===== config.mk =====
export PLATFORM = sky130hd
export DESIGN_NAME = w_stage_grf
export DESIGN_NICKNAME = d
export VERILOG_FILES = /design/src/rtl/w_stage_grf_pkg.sv /design/src/rtl/w_stage_grf_core.sv /design/src/rtl/w_stage_grf.sv
export SDC_FILE = /design/constraint.sdc
export NUM_CORES = 2
export LEC_CHECK = 0
export BUFFER_PORTS_ARGS = -buffer_cell sky130_fd_sc_hd__buf_4
export CORE_AREA = 2 2 322 324
export DETAILED_ROUTE_END_ITERATION = 12
export DIE_AREA = 0 0 324 326
export GPL_ROUTABILITY_DRIVEN = 0
export PLACE_DENSITY_LB_ADDON = 0.25
export SLEW_MARGIN = 20
export SYNTH_ARGS = -nofsm -noshare
export SYNTH_HDL_FRONTEND = slang
export SYNTH_HIERARCHICAL = 1
export SYNTH_SLANG_ARGS = --single-unit

===== constraint.sdc =====
create_clock -name clk -period 42.1 [get_ports clk]
set_input_delay 6.315 -clock clk [delete_from_list [all_inputs] [get_ports clk]]
set_output_delay 6.315 -clock clk [all_outputs]
set_load 0.02 [all_outputs]

===== src/rtl/w_stage_grf_pkg.sv =====
// Shared definitions for the write-back stage: write-back source encodings,
// register-file geometry and datapath width.
`default_nettype none

package w_stage_grf_pkg;

    localparam int DATA_WIDTH = 32;
    localparam int ADDR_WIDTH = 5;

    localparam logic [ADDR_WIDTH-1:0] REG_ZERO = 5'd0;

    typedef enum logic [1:0] {
        WB_SEL_ALU = 2'b00,
        WB_SEL_DM  = 2'b01,
        WB_SEL_PC8 = 2'b10,
        WB_SEL_MDU = 2'b11
    } wb_sel_e;

endpackage

`default_nettype wire


===== src/rtl/w_stage_grf_core.sv =====
// ---------------------------------------------------------------------------
// Module  : grf_core
// Purpose : 32-entry register file, async clear, $0 hard-wired to zero,
//           two combinational read ports. Optional write-to-read bypass
//           enabled by macro GRF_BYPASS_EN.
// Rev     : 1.0  initial release
// ---------------------------------------------------------------------------
`default_nettype none

module grf_core
    import w_stage_grf_pkg::*;
#(
    parameter int DATA_W  = 32,
    parameter int REG_NUM = 32
) (
    input  logic                  clk,
    input  logic                  reset,
    input  logic                  we,
    input  logic [ADDR_WIDTH-1:0] waddr,
    input  logic [DATA_W-1:0]     wdata,
    input  logic [ADDR_WIDTH-1:0] raddr1,
    input  logic [ADDR_WIDTH-1:0] raddr2,
    output logic [DATA_W-1:0]     rdata1,
    output logic [DATA_W-1:0]     rdata2
);

    logic [DATA_W-1:0] r_regs [0:REG_NUM-1];
    logic              w_we_eff;

    assign w_we_eff = we && (waddr != REG_ZERO);

    always_ff @(posedge clk or posedge reset) begin
        if (reset) begin
            for (int i = 0; i < REG_NUM; i++) begin
                r_regs[i] <= '0;
            end
        end else if (w_we_eff) begin
            r_regs[waddr] <= wdata;
        end
    end

    // While reset is held the array is cleared, so reads must not expose
    // the bypass path either.
    always_comb begin
        rdata1 = '0;
        rdata2 = '0;
        if (!reset) begin
            if (raddr1 != REG_ZERO) begin
                rdata1 = r_regs[raddr1];
`ifdef GRF_BYPASS_EN
                if (w_we_eff && (raddr1 == waddr)) begin
                    rdata1 = wdata;
                end
`endif
            end
            if (raddr2 != REG_ZERO) begin
                rdata2 = r_regs[raddr2];
`ifdef GRF_BYPASS_EN
                if (w_we_eff && (raddr2 == waddr)) begin
                    rdata2 = wdata;
                end
`endif
            end
        end
    end

endmodule

`default_nettype wire


===== src/rtl/w_stage_grf.sv =====
// ---------------------------------------------------------------------------
// Module  : w_stage_grf
// Purpose : MIPS write-back stage: source mux, GRF commit, D-stage reads,
//           committed-write counter. Macro GRF_BYPASS_EN selects the GRF
//           write-to-read bypass.
// Rev     : 1.0  initial release
// ---------------------------------------------------------------------------
`default_nettype none

module w_stage_grf
    import w_stage_grf_pkg::*;
#(
    parameter int DATA_W    = 32,
    parameter int REG_NUM   = 32,
    parameter int PC_OFFSET = 8
) (
    input  logic        clk,
    input  logic        reset,
    input  logic [4:0]  W_WriteRegAddr,
    input  logic [31:0] W_ALU_out,
    input  logic [31:0] W_DM_out,
    input  logic [31:0] W_PC,
    input  logic [31:0] W_MDU_out,
    input  logic        W_CU_EN_RegWrite,
    input  logic [1:0]  W_CU_GRFWriteData_Sel,
    input  logic [4:0]  D_rs_addr,
    input  logic [4:0]  D_rt_addr,
    output logic [31:0] D_rs_data,
    output logic [31:0] D_rt_data,
    output logic [31:0] W_WriteData,
    output logic [31:0] W_commit_cnt,
    output logic        dbg_we,
    output logic [31:0] dbg_pc
);

    logic [DATA_W-1:0] w_write_data;
    logic              w_we_eff;
    logic [31:0]       r_commit_cnt;

    always_comb begin
        w_write_data = W_ALU_out;
        case (wb_sel_e'(W_CU_GRFWriteData_Sel))
            WB_SEL_ALU: w_write_data = W_ALU_out;
            WB_SEL_DM:  w_write_data = W_DM_out;
            WB_SEL_PC8: w_write_data = W_PC + DATA_W'(PC_OFFSET);
            WB_SEL_MDU: w_write_data = W_MDU_out;
            default:    w_write_data = W_ALU_out;
        endcase
    end

    assign w_we_eff = W_CU_EN_RegWrite && (W_WriteRegAddr != REG_ZERO);

    // Counter wraps naturally at 2^32.
    always_ff @(posedge clk or posedge reset) begin
        if (reset) begin
            r_commit_cnt <= '0;
        end else if (w_we_eff) begin
            r_commit_cnt <= r_commit_cnt + 32'd1;
        end
    end

    grf_core #(
        .DATA_W  (DATA_W),
        .REG_NUM (REG_NUM)
    ) u_grf_core (
        .clk    (clk),
        .reset  (reset),
        .we     (W_CU_EN_RegWrite),
        .waddr  (W_WriteRegAddr),
        .wdata  (w_write_data),
        .raddr1 (D_rs_addr),
        .raddr2 (D_rt_addr),
        .rdata1 (D_rs_data),
        .rdata2 (D_rt_data)
    );

    assign W_WriteData  = w_write_data;
    assign W_commit_cnt = r_commit_cnt;
    assign dbg_we       = w_we_eff;
    assign dbg_pc       = W_PC;

endmodule

`default_nettype wire


# Word level (Yosys, flattened, before mapping)
# Index checks and enable logic that the tools add are counted.
# totals
word_cells	65
regBits	1056
input_bits	148
output_inout_bits	161
# classes
n_reduce_logical	6
bitwise	3
n_mux	14
magnitude_cmp	4
n_addsub	2
eq_ne	3
# ops
cell	n
1024-bit bitwise mux	1
32-bit binary-select mux with 5-bit select	2
32-bit two-way mux	9
32-bit demux with 5-bit select	1
32-bit case mux with 4 select lines	1
32-bit by 1-bit adder with 32-bit output, second input constant	1
32-bit by 4-bit adder with 32-bit output, second input constant	1
6-bit >= comparator, second input constant	3
5-bit inverter with 6-bit output	3
5-bit nonzero test	3
6-bit by 1-bit < comparator with 1-bit output, second input constant	1
2-bit == test, second input constant	2
2-bit by 1-bit == test with 1-bit output, second input constant	1
1-bit logical AND	2
2-bit zero test	1

# Depth between registers and ports, before layout
# logic_depth
word_depth	6
depth_mapped	8
depth_no_buf	7

# Cells and area by module
# The synthesis kept the hierarchy.
# by_module_without_submodules
mod	area_each_um2	instances	cells_each
grf_core	52872.0	1	3957
w_stage_grf	3093.0	1	285

# Worst setup path after synthesis
# No wires, ideal clock.
# synth_timing
kind	input -> output
startpoint	input port reset
endpoint	output port D_rt_data[19]
stages	6
setup_slack_ns	5.848
n_path_buf	2
arrival_time_ns	29.937
cell_sequence	inv_1 > and4_1 > clkbuf_1 > clkbuf_1 > a22oi_1 > nand4_1
# synth_between
elab_chain_len	1
# synth_lines
item	line	text
start, declared	w_stage_grf.sv:18	input logic reset,
32-bit two-way mux	w_stage_grf_core.sv:47	if (!reset) begin
end, declared	w_stage_grf.sv:29	output logic [31:0] D_rt_data,
# No other way between the ends.

# Final worst setup path
# layout_timing
startpoint	input port D_rs_addr[1]
endpoint	output port D_rs_data[26]
# layout_between
elab_chain_len	6
# layout_lines
item	line	text
start, declared	w_stage_grf.sv:26	input logic [4:0] D_rs_addr,
5-bit inverter with 6-bit output (not written as such)	w_stage_grf_core.sv:49	rdata1 = r_regs[raddr1];
32-bit binary-select mux with 5-bit select	w_stage_grf_core.sv:49	
32-bit two-way mux (not written as such) (2 in series)	w_stage_grf_core.sv:49	
32-bit two-way mux (*)	w_stage_grf_core.sv:48	if (raddr1 != REG_ZERO) begin
32-bit two-way mux (*)	w_stage_grf_core.sv:47	
end, declared	w_stage_grf.sv:28	output logic [31:0] D_rs_data,
# Every way passes the cells marked *; elsewhere a longest branch is shown, timed or not. The select of a mux whose other input is x is not followed.

==> flow_metrics.py <==
metrics = {
    "run_status": {
        "status": "complete, no violations",
    },
    "floorplan": {
        "die_area_mm2": 0.106,
        "rows": 118,
        "pin_count": 309,
        "coreArea_mm2": 0.103,
        "die_h_um": 326,
        "die_w_um": 324,
        "initial_core_util_pct": 54.5,
    },
    "setup_path": {
        "cp-start-kind": "input pin",
        "crit_required_ps": 35780,
        "crit_type": "input pin to primary output",
        "r2r_setup_slack_ps": 40140,
        "reg2reg_depth": 6,
        "arrival_ps": 10590,
        "end_kind": "primary output",
        "r2r_start": "W_commit_cnt[0]$_DFFE_PP0P_",
        "crit-reg2reg-capture": "W_commit_cnt[30]$_DFFE_PP0P_",
        "critPathMaxFanout": 119,
        "cp-startpoint": "D_rs_addr[1]",
    },
    "power": {
        "p_per_area_mw_per_mm2": 48.5,
        "finalPower_mw": 3.04,
        "power.leakage_nw": 28.1,
        "peakVddDrop_uv": 35.9,
    },
    "timing": {
        "finalClockSkew_ps": 5.41,
        "rsz0062_at_grt": "no",
        "finalCriticalPeriod_ps": 16900,
        "worst_pin_slew_ps": 1210,
        "hold_ws_ps": 487,
        "setup_tns_ps": 0,
        "fmax_mhz": 59.2,
        "slew_headroom_pct": 19.1,
        "slew_violations": 0,
        "hold_violations": 0,
        "fin_crit_sh_pct": 40.2,
        "setup_viol_count_final": 0,
    },
    "drt": {
        "drtPass1Iterations": 7,
        "wl_met1_um": 73700,
        "drtAntennaViolNets": 0,
        "drt-total-wl_um": 184000,
        "wl_met3_um": 17700,
        "post_drt_wl_per_cell_um": 31.9,
        "drc": 0,
        "wl_met2_um": 83500,
        "vias": 39824,
        "maxUsedRoutingLayer": "met5",
        "drtIter0Drc": 4312,
        "routed_via_density": 6.91,
    },
    "grt": {
        "antenna_found_initial": 10,
        "overflow": 0,
        "grt_pass1_vias": 39765,
        "grt_max_degree": 177,
        "grt_pass1_wl_um": 268000,
        "grt_usage_pct": 34.5,
    },
    "synthesis": {
        "syn_inst": 4242,
        "synth_commonest_cells": "dfrtp_1, mux2_2, mux2i_1, mux4_2, clkbuf_1",
        "synth_largest_area_cell": "dfrtp_1",
        "post_synth_num_cell_types": 59,
        "ys.flop_type": "dfrtp_1",
        "synth_seq_area_share_pct": 45.8,
        "synth-edff-count": 0,
        "synthesis.area_mm2": 0.0560,
        "syn-num-nets": 4392,
        "synth_top_area_share_pct": 45.8,
        "syn_area_per_cell_um2": 13.2,
        "yosysMostFrequentCell": "dfrtp_1",
        "synthTopCellsByArea": "dfrtp_1, mux2_2, mux2i_1",
        "synth_seq_cells": 1024,
        "synth-async-reset-ratio_pct": 100,
        "synth_warnings": 6,
    },
    "hold_path": {
        "min_path_cells": 1,
        "hp-start": "W_commit_cnt[31]$_DFFE_PP0P_",
        "whs_endpoint": "W_commit_cnt[31]$_DFFE_PP0P_",
        "hp-class": "flip-flop to flip-flop",
    },
    "clocking": {
        "clock-sinks": 1024,
        "cts_tree": "yes",
        "cts_max_path_buffers": 3,
        "cts_buffers": 108,
        "cts_hold_buf": 0,
        "cts_setup_buffers": 0,
        "root_buffer": "clkbuf_16",
        "htreeDepth": 3,
        "clkSlewWorstSetupHoldPaths_ps": 60,
        "cts.repair.resized": 0,
        "clk_latency_ps": 680,
    },
    "placement": {
        "post_dp_cell_area_mm2": 0.0589,
        "place.detailed.hpwl_um": 108000,
        "portBuffers": 308,
    },
    "cells_and_area": {
        "postLayoutCoreUtil_pct": 61.1,
        "drive_above_1_share_pct": 42.7,
        "synthToLayoutAreaGrowth_pct": 12.0,
        "final_cell_area_mm2": 0.0627,
        "finalNetCount": 4443,
    },
    "run": {
        "maxCapViolCount": 0,
    },
}
## cell families (layout without fill, tap and decap cells)
family	count (synthesis)	in the layout	synth area share, %
mux	1793	1793	39.3
flops	1024	1024	45.8
compound gates	522	522	6.42
buf+inv	470	610	4.05
simple gates	374	374	3.56
xor+xnor	57	57	0.892
fa+ha+maj	2	2	0.0447
other cells	0	4	0
## worst max-delay path, cell delays in order
cell     delay, ps
buf_8          470
buf_12         670
buf_4          900
buf_4          820
mux2i_1        270
o22ai_1        110
o21ai_0        220
nand4_1        300
buf_4          280
## final cells by class
type	count	area [um^2]
sequential	1024	25600
clock buffer	154	3200
multi-input combinational	2748	28400
inverter	9	48.8
antenna	4	10.0
fill	8047	39900
tap	1380	1730
timing repair buffer	402	3110
clock inverter	45	592
## worst max-delay path by stage
stage / slack (ps) / cells past startpoint / end
3_3_place_gp: 25380 / 8 / D_rs_data[21]
4_1_cts: 25300 / 9 / D_rs_data[26]
5_1_grt: 25100 / 9 / D_rs_data[26]
6_report: 25200 / 9 / D_rs_data[26]
3_5_place_dp: 25310 / 9 / D_rs_data[26]
2_1_floorplan: 5850 / 6 / D_rt_data[19]
## where the power goes
part	internal, mW	switching (mW)
clock	0.612	0.408
combinational	0.354	0.299
sequential	1.20	0.165
## registers in the layout (all words and copies together), names as in the netlist
name               cells
W_commit_cnt          32
u_grf_core/r_regs    992
## metrics by stage
stage | instances | worst slack [ps]
finish | 5766 | 25200
global route | 5763 | 25100
global placement | 5562 | 25380
floorplan | 4242 | 5850
CTS | 5762 | 25300
detailed placement | 5563 | 25310
## cell usage in the layout, fill, tap and decap left out, drive strengths merged, types with 25 or more instances in the layout
master / instances
nor2: 30
buf: 402
a22oi: 194
xnor2: 44
nand4: 81
o22ai: 192
mux4: 222
mux2: 994
clkbuf: 154
dfrtp: 1024
clkinv: 25
o21ai: 65
nand2: 166
nand3: 26
mux2i: 577
a221oi: 64
## per-layer routing
metal  vias to the layer above  track usage [%]
met4                        10             15.2
met2                      2144             52.8
met5                         -                0
met3                       537             7.62
met1                     20899             47.5
li1                      16234                -
Note: power is estimated with default switching activity, not from simulation.
